## src/rtl/alu_ser_pkg.sv

```systemverilog
// alu_ser_pkg: shared status indices, preamble and FSM state type for the ALU result serializer
package alu_ser_pkg;
    localparam int ERROR = 3;
    localparam int NOT_EVEN_1 = 2;
    localparam int ZEROS = 1;
    localparam int OVERFLOW = 0;
    localparam logic [1:0] PREAMBLE = 2'b10;
    typedef enum logic [2:0] {IDLE, PRE, STAT, DATA, PAR} ser_state_t;
endpackage

```

## src/rtl/alu_result_hold.sv

```systemverilog
// alu_result_hold: one-entry holding register with write, read and full flag
module alu_result_hold #(
    parameter int W = 36
) (
    input  logic         clk,
    input  logic         i_reset,
    input  logic         wr_en,
    input  logic         rd_en,
    input  logic [W-1:0] wdata,
    output logic [W-1:0] rdata,
    output logic         full
);
    always_ff @(posedge clk or negedge i_reset) begin
        if (!i_reset) begin
            full  <= 1'b0;
            rdata <= '0;
        end else begin
            full <= wr_en | (full & ~rd_en);
            if (wr_en) rdata <= wdata;
        end
    end
endmodule

```

## src/rtl/alu_result_serializer.sv

```systemverilog
// alu_result_serializer: frames each ALU result/status capture as a parity-protected serial bitstream
module alu_result_serializer
    import alu_ser_pkg::*;
#(
    parameter int M = 32
) (
    input  logic         clk,
    input  logic         i_reset,
    input  logic         i_valid,
    input  logic [M-1:0] i_result,
    input  logic [3:0]   i_status,
    input  logic         i_clr_ovr,
    output logic         o_sout,
    output logic         o_frame,
    output logic         o_done,
    output logic         o_busy,
    output logic         o_overrun
);
    localparam int W = M + 4;
    localparam int CW = ($clog2(M) < 2) ? 2 : $clog2(M);
    ser_state_t state;
    logic [W-1:0] sh, hold_data, load_data;
    logic [CW-1:0] cnt;
    logic err, par, hold_full, idle, hold_rd, hold_wr, drop, tx_bit;
    assign idle = state == IDLE;
    // In IDLE the hold entry drains first, so a new capture may refill it in the same edge
    assign hold_rd = idle & hold_full;
    assign hold_wr = i_valid & (idle ? hold_full : ~hold_full);
    assign drop = i_valid & ~idle & hold_full;
    assign load_data = hold_full ? hold_data : {i_status, i_result};
    always_comb tx_bit = (state == PRE) ? PREAMBLE[~cnt[0]] : (state == PAR) ? par : idle ? 1'b1 : sh[W-1];
    alu_result_hold #(.W(W)) u_hold (
        .clk     (clk),
        .i_reset (i_reset),
        .wr_en   (hold_wr),
        .rd_en   (hold_rd),
        .wdata   ({i_status, i_result}),
        .rdata   (hold_data),
        .full    (hold_full)
    );
    // Outputs trail the state by one cycle, so o_busy also covers the bit still on the line
    always_ff @(posedge clk or negedge i_reset) begin
        if (!i_reset) begin
            state     <= IDLE;
            sh        <= '0;
            cnt       <= '0;
            err       <= 1'b0;
            par       <= 1'b0;
            o_sout    <= 1'b1;
            o_frame   <= 1'b0;
            o_done    <= 1'b0;
            o_busy    <= 1'b0;
            o_overrun <= 1'b0;
        end else begin
            o_sout    <= tx_bit;
            o_frame   <= ~idle;
            o_done    <= idle & o_frame;
            o_busy    <= ~idle | hold_full | o_frame;
            o_overrun <= drop | (o_overrun & ~i_clr_ovr);
            case (state)
                IDLE: if (hold_full | i_valid) begin
                    sh    <= load_data;
                    err   <= load_data[M+ERROR];
                    par   <= 1'b0;
                    cnt   <= '0;
                    state <= PRE;
                end
                PRE: begin
                    cnt <= cnt + 1'b1;
                    if (cnt[0]) begin
                        cnt   <= '0;
                        state <= STAT;
                    end
                end
                STAT: begin
                    sh  <= sh << 1;
                    par <= par ^ sh[W-1];
                    cnt <= cnt + 1'b1;
                    if (cnt == CW'(3)) begin
                        cnt   <= '0;
                        state <= err ? PAR : DATA;
                    end
                end
                DATA: begin
                    sh  <= sh << 1;
                    par <= par ^ sh[W-1];
                    cnt <= cnt + 1'b1;
                    if (cnt == CW'(M - 1)) begin
                        cnt   <= '0;
                        state <= PAR;
                    end
                end
                PAR: state <= IDLE;
                default: state <= IDLE;
            endcase
        end
    end
endmodule

```

## config.mk

```make
export PLATFORM = sky130hd
export DESIGN_NAME = alu_result_serializer
export DESIGN_NICKNAME = d
export VERILOG_FILES = /design/src/rtl/alu_ser_pkg.sv /design/src/rtl/alu_result_hold.sv /design/src/rtl/alu_result_serializer.sv
export SDC_FILE = /design/constraint.sdc
export NUM_CORES = 1
export LEC_CHECK = 0
export ABC_AREA = 1
export CAP_MARGIN = 20
export CELL_PAD_IN_SITES_DETAIL_PLACEMENT = 1
export CELL_PAD_IN_SITES_GLOBAL_PLACEMENT = 2
export CORE_MARGIN = 3
export CORE_UTILIZATION = 36
export DETAILED_ROUTE_END_ITERATION = 8
export HOLD_SLACK_MARGIN = 0.05
export PLACE_DENSITY_LB_ADDON = 0.15
export RECOVER_POWER = 25
export SLEW_MARGIN = 40
export SYNTH_ARGS = -nofsm -noshare
export SYNTH_HDL_FRONTEND = slang
export SYNTH_SLANG_ARGS = --single-unit
```

## constraint.sdc

```tcl
create_clock -name clk -period 2.1 [get_ports clk]
set_input_delay 0.525 -clock clk [delete_from_list [all_inputs] [get_ports clk]]
set_output_delay 0.525 -clock clk [all_outputs]
set_load 0.01 [all_outputs]
```

After elaboration in Yosys (flattened, before gate mapping) --
Index checks and enable logic that the tools add are counted.
Operators by class: add/sub/neg operators 1, order comparisons 1, equal/unequal tests 10, mux-type cells 22, bitwise logic cells 18, reductions and logical operators 8
Operator list (count):
- $mux W36 | 2
- $pmux W36 S2 | 1
- $mux W5 | 4
- $pmux W5 S4 | 1
- $mux W3 | 5
- $pmux W3 S4 | 1
- $and A1 B1 Y1 | 7
- $mux W1 | 7
- $eq A3 B2 Y1 const B | 2
- $ne A2 B2 Y1 const B | 3
- $reduce_and A2 Y1 | 3
- $add A5 B1 Y5 const B | 1
- $eq A5 B2 Y1 const B | 1
- $eq A5 B5 Y1 const B | 1
- $not A1 Y1 | 5
- $or A1 B1 Y1 | 5
- $reduce_and A4 Y1 | 1
- $reduce_bool A4 Y1 | 1
- $eq A3 B1 Y1 const B | 1
- $eq A3 B3 Y1 const B | 1
- $logic_not A3 Y1 | 1
- $lt A1 B2 Y1 const B | 1
- $ne A2 B1 Y1 const B | 1
- $pmux W1 S2 | 1
- other kinds (3) | 3
Word-level totals: register bits 88, output and inout port bits 5, word-level logic and storage cells 72

Depth between registers and ports, before layout --
depth after elaboration 5, mapped depth 10

By module --
A second synthesis with hierarchy kept.
Unflattened totals: cells, all modules 608, area, all modules 4585.6 um^2
Modules (own cells, without submodules):
- alu_result_serializer | instances 1, cells each 452, area each 3138.0 um^2, seq. area each 1277.5 um^2
- alu_result_hold | instances 1, cells each 156, area each 1447.6 um^2, seq. area each 925.9 um^2

Least setup slack after synthesis --
Ideal clock, no wire load.
path type reg-to-reg, from reg u_hold.full, to reg u_hold.rdata[12], library setup time 0.125 ns, arrival time 1.796 ns, setup slack 0.180 ns, cell stages (with the launch flop) 8, buffers on the path 3, cell sequence dfrtp_1 clkbuf_2 inv_2 buf_2 ha_1 nand2_1 buf_2 mux2_2
Between the ends: longest elaborated chain between the ends 3
Ends and longest elaborated chain:
- from (decl) | line alu_result_hold.sv:11 | output logic full
- from (signal assigned) | line alu_result_hold.sv:18 | full <= wr_en | (full & ~rd_en);
- $not A1 Y1 | line alu_result_serializer.sv:28 | assign hold_wr = i_valid & (idle ? hold_full : ~hold_full);
- $mux W1 * | line alu_result_serializer.sv:28
- $and A1 B1 Y1 * | line alu_result_serializer.sv:28
- to (signal assigned) | line alu_result_hold.sv:19 | if (wr_en) rdata <= wdata;
- to (decl) | line alu_result_hold.sv:10 | output logic [W-1:0] rdata,
Mark *: on every way between the ends. The rest lies on a longest branch, timed or not. A chain may end at the register's enable or synchronous reset.

Worst setup path after layout --
from reg o_sout, to out o_sout
RTL lines:
- from (decl) | line alu_result_serializer.sv:13 | output logic o_sout,
- from (signal assigned) | line alu_result_serializer.sv:55 | o_sout <= tx_bit;
No word-level cell between the ends.

==> summary by stage <==
STA
In the finished design, the share of the clock period the worst path needs comes to 0.897. The number of endpoints with negative hold slack in the final report was 0. The worst path meets setup with between 200 and 250 ps of slack. The count of pins over their slew limit is 0. Setup repair after global routing left no endpoint under its margin. Across the routed clock network, the largest skew measured is 4.68 ps. The transition time at the pin with the least slew margin is ~1200 ps. Measured against its own limit, the worst slew margin works out to 0.190. The smallest clock period supported by the final layout is computed as roughly 1900 ps.

The number of setup violations in the final report is 0. The timing-limited maximum frequency is 531 MHz. The setup TNS after final layout is 0 ps.

Clock tree
The CTS tree is yes. The hold-fix buffer count after cts is 0. The tree is rooted in a sky130_fd_sc_hd__clkbuf_16.

The clock net sink count is a little under 90. The count of instances resized after the clock tree is built is 0. The post-CTS setup repair buffer count is 0. Clock-pin slew was measured on the worst setup and hold paths at 60 ps. Clock latency on the worst-skew pair, taken at its later pin, is roughly 330 ps. The maximum buffer depth of the clock tree is 2.

Clock tree synthesis inserted a total of 9 buffers. The clock tree synthesis step divided the H-tree into 3 levels.

Die
The die covers 13600 µm². The overall die width is 116 µm. 45 I/O pins were placed. The total area inside the core boundary comes to ~12000 µm². The number of rows created at floorplan is 39.

The starting utilization of the core area is 0.376. The die extent in y is 116 µm.

Setup path
STA classifies the critical path endpoint as an output pin. Along the worst path, the maximum fanout reaches 1. The kind of start point of the critical path is a register. Counting both buffers and inverters, the worst setup path holds a total of 1. The worst setup path is of the register to output pin kind. The worst stage delay on the critical path is 520 ps. The critical path goes through clkdlybuf4s50_1. The worst path required time is 1570 ps.

At the worst endpoint, the arrival time is approximately 1400 ps. The slowest cell on the critical path is sky130_fd_sc_hd__clkdlybuf4s50_1. The dominant delay contributor by cell family on the critical path is buffers and inverters.

Placement
The total instance count after detailed placement is 641. The count of port buffers added during placement is 44. Routability-driven placement finished with a final weighted congestion of approximately 0.73.

The placed instances occupy a cell area of 4970 µm². Summed over all nets, the half-perimeter wirelength after detailed placement is 6100 µm. OpenSTA, run right after detailed placement, puts the worst setup slack at 178 ps.

Synth
The Yosys warning count is 0. The synthesized netlist contains 34 unique library cells. Synthesis inferred 88 register bits. The post-synthesis cell count is roughly 470. The number of nets in the synthesized netlist is just over 500. The netlist area before placement is 4390 µm². Dividing the synthesized area by the synthesized cell count gives 9.36 µm². The proportion of synthesized chip area in sequential cells is 0.502.

Cells and area
The layout cell share with drive strength beyond 1 is 0.183. 0 antenna diodes ended up in the layout. From synthesis to final layout, the design area changed by 18.5%.

The number of non-filler instances in the completed layout is roughly 660. The multi-input combinational cells in the finished layout cover a total of 1790 µm². The final design instance area without fill is 5200 µm².

The number of fill cells in the layout is 1338. After the last flow step, the layout net total stands at 554. The sequential cell area is roughly 2200 µm².

GRT
Entering global routing, the biggest net connects 89 pins. The total global routing track utilization is 0.157. The initial antenna violation count was 0.

The number of global-route vias before repair is 3448. The wire length of the first global-routing pass is 16800 µm. Summed over all layers, the global routing overflow is 0.

Detailed routing
The number of DRC markers in iteration 0 is 90. Dividing the detail-routed wire length by the instance count gives roughly 15 µm. The first TritonRoute pass finished after 4 iterations.

The routed design has 9590 µm of wire. The final antenna-violating net count is 0. The final route contains ~3300 vias.

In the routed layout, each cell is associated on average with a via count of 5.03. The number of DRC violations after detailed routing is 0.

Power and ir drop
Overall power consumption after layout is estimated at 0.00876 W. The peak ir drop on the vdd network is ~0.76 mV. The power per cell area is 1680 nW/µm².

The analysis attributes to cell leakage a power of 2.35 nW.

Run status
The flow ran to the end, and the final reports show no timing, DRC or antenna violations.

Job
Max-cap violations in this run came to 0.

Hold path
The tightest min-delay check is of the register to register type.
[final cells by class]
type / instances / share of cell area
Inverter: 58 / 0.0423
Tap cell: 143 / 0.0344
Clock buffer: 14 / 0.0469
Multi-Input combinational cell: 296 / 0.343
Sequential cell: 88 / 0.424
Timing Repair Buffer: 56 / 0.109
Clock inverter: 1 / 0.000962
[metal layers]
metal | GRT usage | part of all wire | vias to the layer above
met2 | 0.254 | 0.48 | 32
met1 | 0.212 | 0.48 | 1620
li1 | - | - | 1637
met4 | 0.0580 | 0.015 | 0
met5 | 0 | 0 | -
met3 | 0.0269 | 0.026 | 9
[cells in the final DEF, fill, tap and decap left out]
cell type,instances
sky130_fd_sc_hd__clkbuf_16,9
sky130_fd_sc_hd__o211ai_1,7
sky130_fd_sc_hd__buf_4,8
sky130_fd_sc_hd__nor2_2,1
sky130_fd_sc_hd__nand2_2,2
sky130_fd_sc_hd__o21bai_1,1
sky130_fd_sc_hd__inv_1,55
sky130_fd_sc_hd__o21ai_4,1
sky130_fd_sc_hd__dfstp_2,1
sky130_fd_sc_hd__nand3b_1,1
sky130_fd_sc_hd__nor2_4,1
sky130_fd_sc_hd__o21ai_2,30
sky130_fd_sc_hd__clkinv_2,1
sky130_fd_sc_hd__a21oi_1,1
sky130_fd_sc_hd__ha_1,5
sky130_fd_sc_hd__xor2_1,2
sky130_fd_sc_hd__nand4_1,2
sky130_fd_sc_hd__dfrtp_1,87
sky130_fd_sc_hd__nand2_1,77
sky130_fd_sc_hd__inv_2,2
sky130_fd_sc_hd__inv_4,1
sky130_fd_sc_hd__nor2_1,38
sky130_fd_sc_hd__clkbuf_1,5
sky130_fd_sc_hd__mux2_2,29
sky130_fd_sc_hd__buf_12,3
sky130_fd_sc_hd__o22ai_1,31
sky130_fd_sc_hd__a31oi_1,1
sky130_fd_sc_hd__clkbuf_4,2
sky130_fd_sc_hd__o21ai_1,11
sky130_fd_sc_hd__nand3_1,9
sky130_fd_sc_hd__clkdlybuf4s50_1,43
sky130_fd_sc_hd__xnor2_1,1
sky130_fd_sc_hd__nor3_1,2
sky130_fd_sc_hd__nand2_4,3
sky130_fd_sc_hd__o21ai_0,40
[path summary, 6_finish.rpt]
kind	startpoint	slack (ps)	cells after the start	to
setup reg to reg	state[1]	230	7	u_hold.rdata[14]
hold reg to reg	o_frame	470	2	o_busy
setup / recovery	o_sout	220	1	o_sout
hold / removal	o_frame	470	2	o_busy
min in group asynchronous	i_reset	580	2	u_hold.rdata[17]
max in group asynchronous	i_reset	760	2	sh[26]
[Yosys cell counts]
cell type,number,share of area
sky130_fd_sc_hd__dfrtp_1,87,0.50
sky130_fd_sc_hd__nand2_1,78,0.067
sky130_fd_sc_hd__inv_1,55,0.047
sky130_fd_sc_hd__o21ai_0,40,0.046
sky130_fd_sc_hd__nor2_1,38,0.032
sky130_fd_sc_hd__o22ai_1,31,0.044
sky130_fd_sc_hd__o21ai_2,30,0.060
sky130_fd_sc_hd__mux2_2,29,0.074
sky130_fd_sc_hd__o21ai_1,11,0.013
sky130_fd_sc_hd__buf_2,10,0.011
sky130_fd_sc_hd__nand3_1,9,0.010
sky130_fd_sc_hd__clkbuf_1,7,0.0060
sky130_fd_sc_hd__o211ai_1,7,0.012
sky130_fd_sc_hd__buf_6,5,0.013
sky130_fd_sc_hd__ha_1,5,0.014
sky130_fd_sc_hd__clkbuf_8,3,0.0094
sky130_fd_sc_hd__nand2_4,3,0.0077
sky130_fd_sc_hd__inv_2,2,0.0017
sky130_fd_sc_hd__nand4_1,2,0.0029
sky130_fd_sc_hd__nor3_1,2,0.0023
sky130_fd_sc_hd__xor2_1,2,0.0040
sky130_fd_sc_hd__a21oi_1,1,0.0011
sky130_fd_sc_hd__a31oi_1,1,0.0014
sky130_fd_sc_hd__buf_1,1,0.00085
sky130_fd_sc_hd__clkbuf_2,1,0.0011
sky130_fd_sc_hd__dfstp_2,1,0.0060
sky130_fd_sc_hd__inv_4,1,0.0014
sky130_fd_sc_hd__nand2_2,1,0.0014
sky130_fd_sc_hd__nand3b_1,1,0.0017
sky130_fd_sc_hd__nor2_2,1,0.0014
sky130_fd_sc_hd__nor2_4,1,0.0026
sky130_fd_sc_hd__o21ai_4,1,0.0037
sky130_fd_sc_hd__o21bai_1,1,0.0017
sky130_fd_sc_hd__xnor2_1,1,0.0020
[sequential cells by signal (all words and copies together), names as in the netlist]
| name | count |
|---|---|
| cnt | 5 |
| err | 1 |
| o_busy | 1 |
| o_done | 1 |
| o_frame | 1 |
| o_overrun | 1 |
| o_sout | 1 |
| par | 1 |
| sh | 36 |
| state | 3 |
| u_hold.full | 1 |
| u_hold.rdata | 36 |
[power by group]
part	switching, W	internal (W)	leakage (nW)
clock	0.000621	0.000796	0.121
combinational	0.00257	0.00186	1.16
sequential	0.000365	0.00254	1.07
total	0.00356	0.00520	2.35
[tightest hold or removal path, stage by stage, from the launching register on]
cell,delay (ps)
sky130_fd_sc_hd__dfrtp_1,340
sky130_fd_sc_hd__inv_1,50
sky130_fd_sc_hd__nand2_1,50
[per-stage QoR]
stage	utilization	hold slack [ps]
6_report	0.446	474
5_1_grt	0.446	524
4_1_cts	0.447	246
3_5_place_dp	0.426	463
3_3_place_gp	0.426	455
2_1_floorplan	-	229
[cell families (layout without fill, tap and decap cells)]
logic type      after synthesis  count (layout)  synth area share
simple gates                136             136             0.129
compound gates              123             123             0.182
flops                        88              88             0.502
buf+inv                      85             129            0.0918
mux                          29              29            0.0744
fa+ha+maj                     5               5            0.0143
xor+xnor                      3               3           0.00599
No activity file was read; power rests on OpenSTA's default activity.
